--- config.mk ---
export PLATFORM = sky130hd
export DESIGN_NAME = sprite_draw_scheduler
export DESIGN_NICKNAME = d
export VERILOG_FILES = /design/src/rtl/sprite_draw_scheduler.sv
export SDC_FILE = /design/constraint.sdc
export NUM_CORES = 1
export LEC_CHECK = 0
export CAP_MARGIN = 20
export CELL_PAD_IN_SITES_DETAIL_PLACEMENT = 2
export CELL_PAD_IN_SITES_GLOBAL_PLACEMENT = 2
export CORE_ASPECT_RATIO = 1.1
export CORE_UTILIZATION = 37
export DETAILED_ROUTE_END_ITERATION = 16
export DONT_BUFFER_PORTS = 1
export GPL_ROUTABILITY_DRIVEN = 1
export GPL_TIMING_DRIVEN = 0
export HOLD_SLACK_MARGIN = 0.08
export PLACE_DENSITY_LB_ADDON = 0.25
export SYNTH_ARGS = -nofsm -noshare
export SYNTH_HDL_FRONTEND = slang
export SYNTH_SLANG_ARGS = --single-unit
--- constraint.sdc ---
create_clock -name iClock -period 3.25 [get_ports iClock]
set_input_delay 0.4875 -clock iClock [delete_from_list [all_inputs] [get_ports iClock]]
set_output_delay 0.4875 -clock iClock [all_outputs]
set_load 0.05 [all_outputs]
--- src/rtl/sprite_draw_scheduler.sv ---
// Frame-rate scheduler that shares one VGA pixel-write port between two sprites:
// each frame it erases every sprite's previous box and redraws it at the new position.
module sprite_draw_scheduler #(
  parameter int unsigned SIZE      = 4,
  parameter int unsigned WIDTH     = 160,
  parameter int unsigned HEIGHT    = 120,
  parameter logic [2:0]  BG_COLOUR = 3'b000
) (
  input  logic       iClock,
  input  logic       iResetn,
  input  logic       iFrameTick,
  input  logic [1:0] iEnable,
  input  logic [7:0] iX0,
  input  logic [6:0] iY0,
  input  logic [2:0] iColour0,
  input  logic [7:0] iX1,
  input  logic [6:0] iY1,
  input  logic [2:0] iColour1,
  output logic [7:0] oX,
  output logic [6:0] oY,
  output logic [2:0] oColour,
  output logic       oPlot,
  output logic       oBusy,
  output logic       oDone,
  output logic       oOverrun
);

  localparam int unsigned XW = 8;
  localparam int unsigned YW = 7;
  localparam int unsigned CW = 3;
  localparam int unsigned PW = 3;

  typedef enum logic [2:0] {IDLE, LATCH, ERASE, DRAW, NEXT, DONE} state_t;

  state_t          state, stateNext;
  logic            idx;
  logic            pending;
  logic [1:0]      oldValid, newEn;
  logic [XW-1:0]   oldX [2];
  logic [YW-1:0]   oldY [2];
  logic [XW-1:0]   newX [2];
  logic [YW-1:0]   newY [2];
  logic [CW-1:0]   newCol [2];
  logic [PW-1:0]   dx, dy;
  logic            lastPix;
  logic [XW-1:0]   baseX;
  logic [YW-1:0]   baseY;
  logic [XW:0]     xSum;
  logic [YW:0]     ySum;
  logic            inScreen;

  // Erase is skipped when there is no old box, draw when the sprite is disabled.
  function automatic state_t phaseEntry(input logic oldV, input logic en);
    if (oldV) return ERASE;
    if (en)   return DRAW;
    return NEXT;
  endfunction

  assign lastPix  = (dx == PW'(SIZE - 1)) && (dy == PW'(SIZE - 1));
  assign baseX    = (state == ERASE) ? oldX[idx] : newX[idx];
  assign baseY    = (state == ERASE) ? oldY[idx] : newY[idx];
  assign xSum     = {1'b0, baseX} + (XW + 1)'(dx);
  assign ySum     = {1'b0, baseY} + (YW + 1)'(dy);
  assign inScreen = (xSum < (XW + 1)'(WIDTH)) && (ySum < (YW + 1)'(HEIGHT));

  always_comb begin
    stateNext = state;
    case (state)
      IDLE:    if (iFrameTick) stateNext = LATCH;
      LATCH:   stateNext = phaseEntry(oldValid[0], iEnable[0]);
      ERASE:   if (lastPix) stateNext = newEn[idx] ? DRAW : NEXT;
      DRAW:    if (lastPix) stateNext = NEXT;
      NEXT:    stateNext = idx ? DONE : phaseEntry(oldValid[1], newEn[1]);
      DONE:    stateNext = (pending || iFrameTick) ? LATCH : IDLE;
      default: stateNext = IDLE;
    endcase
  end

  always_ff @(posedge iClock or negedge iResetn) begin
    if (!iResetn) begin
      state     <= IDLE;
      idx       <= 1'b0;
      pending   <= 1'b0;
      oldValid  <= '0;
      newEn     <= '0;
      oldX[0]   <= '0;
      oldX[1]   <= '0;
      oldY[0]   <= '0;
      oldY[1]   <= '0;
      newX[0]   <= '0;
      newX[1]   <= '0;
      newY[0]   <= '0;
      newY[1]   <= '0;
      newCol[0] <= '0;
      newCol[1] <= '0;
      dx        <= '0;
      dy        <= '0;
      oX        <= '0;
      oY        <= '0;
      oColour   <= '0;
      oPlot     <= 1'b0;
      oBusy     <= 1'b0;
      oDone     <= 1'b0;
      oOverrun  <= 1'b0;
    end else begin
      state    <= stateNext;
      oBusy    <= (stateNext != IDLE);
      oDone    <= (stateNext == DONE);
      oPlot    <= 1'b0;
      oOverrun <= 1'b0;

      // A tick during DONE is folded into the restart decision made this cycle.
      if (state == DONE) begin
        pending  <= pending && iFrameTick;
        oOverrun <= pending && iFrameTick;
      end else if (state != IDLE && iFrameTick) begin
        pending  <= 1'b1;
        oOverrun <= pending;
      end

      case (state)
        LATCH: begin
          newEn     <= iEnable;
          newX[0]   <= iX0;
          newY[0]   <= iY0;
          newCol[0] <= iColour0;
          newX[1]   <= iX1;
          newY[1]   <= iY1;
          newCol[1] <= iColour1;
          idx       <= 1'b0;
          dx        <= '0;
          dy        <= '0;
        end
        ERASE, DRAW: begin
          oX      <= xSum[XW-1:0];
          oY      <= ySum[YW-1:0];
          oColour <= (state == ERASE) ? BG_COLOUR : newCol[idx];
          oPlot   <= inScreen;
          // Row-major walk; clipped pixels still consume their cycle.
          if (lastPix) begin
            dx <= '0;
            dy <= '0;
          end else if (dx == PW'(SIZE - 1)) begin
            dx <= '0;
            dy <= dy + PW'(1);
          end else begin
            dx <= dx + PW'(1);
          end
        end
        NEXT: begin
          oldX[idx]     <= newX[idx];
          oldY[idx]     <= newY[idx];
          oldValid[idx] <= newEn[idx];
          idx           <= 1'b1;
        end
        default: ;
      endcase
    end
  end

endmodule

# == Word level (Yosys, flattened, before mapping) ==
# Cells that the tools add are included.
# classes
n_bitwise,1
n_shift,0
reduce_logical,15
magnitude_cmp,6
div,0
add_sub_neg,4
n_eq_ne,9
muxes,66
n_mul,0
# op_table
operator,n
$mux 8,8
$mux 3,21
$mux 7,8
$mux 1,19
$pmux 3 s6,1
$bwmux 16,1
$bwmux 14,1
$eq 3x2->1 const B,4
$pmux 3 s2,2
$add 8x3->9,1
$eq 3x3->1 const B,3
$lt 9x8->1 const B,1
$add 7x3->8,1
$demux 8 s1,1
$lt 8x7->1 const B,1
$demux 7 s1,1
$add 3x1->3 const B,2
$logic_and 1x1->1,6
$reduce_bool 2->1,3
$reduce_bool 3->1,2
$eq 3x1->1 const B,1
$logic_not 3->1,1
$ne 3x3->1 const B,1
$bwmux 2,1
10 further kinds,10
# word_totals
mem_count,0
in_bits,41
out_inout_bits,22
word_cells,125
mem_bits_rw,0
ff_bits,103
romBits,0
latchBits,0

# == Depth between registers and ports, before layout ==
# depth
ltp_word,9
depth_mapped,13
depth_no_buf,10

# == Least setup slack after synthesis ==
# Ideal clock, no wire load.
# synth_path
path_kind,reg-to-reg
from,register idx
to,register oPlot
path_buffers,4
path_stages_with_launch,13
setup_time_ps,96
slack_ps,-60
t_arrival_ps,3215
synth_period_minus_slack_ps,3310
required_ps,3154
path_cell_list,dfrtp_1 > buf_4 > buf_6 > clkbuf_1 > buf_2 > mux4_2 > ha_1 > fa_1 > a21oi_1 > xor2_1 > o22ai_1 > and3_1 > nor4_2
# synth_between
elab_chain_cells,9
elab_cells_between_ends,21
cone_classes,add/sub: 2; order compare: 2; mux: 15; bitwise: 1; reduce/logical: 1
# synth_lines
element,line,text
start: declaration,36,logic idx;
start signal: assignment,82,idx <= 1'b0;
start signal: assignment,130,idx <= 1'b0;
start signal: assignment,154,idx <= 1'b1;
$not 1->2 (implied by the code) (*),"60, 61",
$mux 8 (implied by the code) or $mux 7 (tied branches) (3 in series),"60, 61",
$mux 8 or $mux 7 (tied branches),"60, 61",
$add 8x3->9 or $add 7x3->8 (tied branches),"62, 63",
$lt 9x8->1 or $lt 8x7->1 (tied branches),64,assign inScreen = (xSum < (XW + 1)'(WIDTH)) && (ySum < (YW + 1)'(HEIGHT));
$logic_and 1x1->1 (*),64,
$mux 1 (*),121,case (state)
end signal: assignment,138,oPlot <= inScreen;
end: declaration,22,"output logic oPlot,"
# Mark *: on every way between the ends. The rest lies on a longest branch, timed or not. The select of a mux whose other input is x is not followed.
# A chain may end at the register's enable or synchronous reset.

# == Final worst setup path ==
# layout_path
from,register state[2]
to,register oPlot
# layout_between
elab_chain_cells,6
elab_cells_between_ends,11
cone_classes,add/sub: 2; order compare: 2; eq/ne: 2; mux: 3; reduce/logical: 2
# layout_lines
element,line,text
start: declaration,35,"state_t state, stateNext;"
start signal: assignment,106,state <= stateNext;
$eq 3x2->1,"60, 61, 121",
$mux 8 or $mux 7 (tied branches),"60, 61",
$add 8x3->9 or $add 7x3->8 (tied branches),"62, 63",
$lt 9x8->1 or $lt 8x7->1 (tied branches),64,
$logic_and 1x1->1,64,
$mux 1 (*),121,
# Mark *: on every way between the ends. The rest lies on a longest branch, timed or not.

==> flow_summary.ini <==
[global_route]
grt_pass1_vias = 4295
grtUsageTotal = 0.214
grt_max_degree = 104
grt_pass1_wl_um = 23100
antenna_found_initial = 0
grt_overflow = 0

[logic_synthesis]
async_flop_share = 1.00
synthCells = 493
avgSynthCellArea_um2 = 10.3
synth_flop_cell = dfrtp_1
syn_nets = 545
synth_edf_count = 0
seq_area_frac_synth = 0.508
ys_seq_elements = 103
syn_area_mm2 = 0.00507
yosys_warnings = 0
ys_types = 52

[floorplan]
fp.dieW_um = 114
core_region_area_mm2 = 0.0133
ios = 63
rows = 44
start_util = 0.382
die-area_mm2 = 0.0142
die_h_um = 125

[setup_path]
r2r-end = oPlot
critPathCaptureType = flop
start_kind = flop
reg2reg_depth = 11
crit_type = reg -> reg
worstPathRequired_ns = 3.51
crit_arrival_ns = 3.32
cp_max_fo = 13
r2r_setup_slack_ns = 0.19
r2r-start = state[2]

[placement]
place.port_buffers = 0
dp_hpwl_um = 10100
place_congestion = 0.811
dp_cells = 677

[pwr]
p_int_uw = 3980
combPwrFrac = 0.422
p_seq_frac = 0.390
total_leakage_power_uw = 0.00267
clkPwrFrac = 0.188
power-per-cell-area_mw_per_mm2 = 1190
power_switching_uw = 3010
ir_drop_mv = 0.422
switching_share = 0.431
finalPower_uw = 6990

[drt]
wl_per_cell_um = 20.2
drc = 0
first_pass_iters = 4
via_per_inst = 5.32
finalWirelength_um = 14200
drt.antenna.violating_nets = 0
drt_iter0_drc = 196
vias = 3751

[clock_tree]
clock_latency_ns = 0.36
path_clk_slew_ns = 0.07
cts_buffers = 9
clockRootBuffer = clkbuf_16
htree_levels = 3
tritoncts = built
cts.sinks = 103
ctsLongestPathBuffers = 2

[timing]
fin_crit_ns = 3.06
finalSetupViolations = 0
tns_ns = 0
slew_headroom = 0.548
fin_hold_ws_ns = 0.0289
worstMarginPinSlew_ns = 0.678
max_freq_mhz = 327
finalHoldViolations = 0
drv_slew = 0
grt_setup_unrepaired = no
fin_crit_sh = 0.941
skew_ns = 0.00585

[worst_hold_path]
min_path_type = in -> async

[run]
drv_cap = 0

[finish]
stdcell_count = 705
syn_to_final_growth_pct = 16.1
layout.nets = 569
layout_commonest_cell = nand2_1
diodes = 0
layout_common_cells = nand2_1 (155), dfrtp_1 (103), mux2_2 (32)
drive_gt1_frac = 0.192

[run_status]
status = finished clean
worst max-delay path, cell delays in order (launching register included):
cell and delay (ns):
dfrtp_1 0.47, or3b_4 0.43, buf_6 0.17, mux4_2 0.37
ha_4 0.21, fa_2 0.39, a21oi_4 0.20, nor2b_2 0.07
a22oi_2 0.19, or2b_1 0.14, a41oi_2 0.14, nor4_2 0.18
routing by layer:
layer	vias to the layer above	wire [µm]	share of wire	global-route usage
met5	-	0	0	0
met1	1947	6450	0.45	0.281
met2	70	7160	0.50	0.359
li1	1722	-	-	-
met4	0	205	0.014	0.0751
met3	12	417	0.029	0.0282
registers in the layout, summed over array words and instances, names as in the netlist:
register,cells
state,3
oOverrun,1
oPlot,1
pending,1
oColour,3
dy,3
oDone,1
oBusy,1
newX,16
newEn,2
oldY,14
newCol,6
oX,8
oldValid,2
newY,14
dx,3
idx,1
oY,7
oldX,16
power groups by stage:
stage / Clock (µW) / Sequential, µW / Combinational [µW]
after floorplan: 0 / 2560 / 2010
after global placement: 0 / 2680 / 2540
after detailed placement: 0 / 2740 / 2700
after CTS: 1350 / 2720 / 2840
after global routing: 1380 / 2800 / 3280
final: 1320 / 2730 / 2950
metrics by stage:
step,instance area [µm²],setup WS [ns],util
global route,5890,0.00845,0.444
global placement,5310,-0.516,0.400
CTS,5760,0.00902,0.434
finish,5890,0.191,0.444
detailed placement,5310,-0.540,0.400
floorplan,5080,0.128,-
Yosys cell counts (2+ instances only):
cell | n | area share
a31oi_1 | 8 | 0.0099
a21oi_1 | 18 | 0.018
clkbuf_1 | 17 | 0.013
buf_2 | 3 | 0.0030
nand3b_1 | 3 | 0.0044
and3_1 | 2 | 0.0025
mux4_2 | 12 | 0.053
nor2_1 | 15 | 0.011
buf_4 | 5 | 0.0074
dfrtp_1 | 103 | 0.51
buf_6 | 3 | 0.0067
mux2i_1 | 13 | 0.026
nor2b_1 | 4 | 0.0049
nor3_1 | 5 | 0.0049
ha_1 | 9 | 0.022
fa_1 | 2 | 0.0079
xor2_1 | 6 | 0.010
nand2b_1 | 3 | 0.0037
nand2_1 | 155 | 0.11
inv_1 | 4 | 0.0030
and2_1 | 2 | 0.0025
nand3_1 | 13 | 0.013
a21o_1 | 2 | 0.0030
and3b_1 | 2 | 0.0035
o22ai_1 | 2 | 0.0025
xnor2_1 | 5 | 0.0086
o21ai_0 | 20 | 0.020
a22oi_1 | 2 | 0.0030
mux2_2 | 32 | 0.071
cell families after synthesis:
family | after synthesis | synth area share
adders and majority gates | 11 | 0.0301
and+or+nand+nor | 212 | 0.178
AOI/OAI and AO/OA | 65 | 0.0787
xor gates and xnor gates | 11 | 0.0190
DFF | 103 | 0.508
muxes | 57 | 0.150
buffers and inverters | 34 | 0.0362
area by class of cell:
| class | instances | area [µm²] |
|---|---|---|
| Fill cell | 1362 | 7380 |
| Sequential cell | 103 | 2580 |
| Multi-Input combinational cell | 356 | 2390 |
| Tap cell | 184 | 230 |
| Clock buffer | 9 | 225 |
| Buffer | 29 | 196 |
| Clock inverter | 6 | 134 |
| Timing Repair Buffer | 14 | 125 |
| Inverter | 4 | 15.0 |
worst max-delay path by stage:
stage	startpoint	endpoint	slack [ns]	cells past startpoint
final	state[2]	oPlot	0.19	11
after global routing	idx	oPlot	0.008	12
after CTS	state[0]	oPlot	0.009	12
after detailed placement	idx	oPlot	-0.54	12
after global placement	idx	oPlot	-0.52	12
after floorplan	idx	oPlot	0.13	12
repair_timing:
| item | 4_1_cts | 5_1_grt |
|---|---|---|
| hold buffers | 1 | 0 |
| resized for setup | 13 | 13 |
| pin swaps | 3 | 8 |
| setup endpoints to repair | 6 | 3 |
| buffers inserted | 1 | 12 |
| hold endpoints to repair | 103 | 0 |
(Power assumes the default switching activity.)
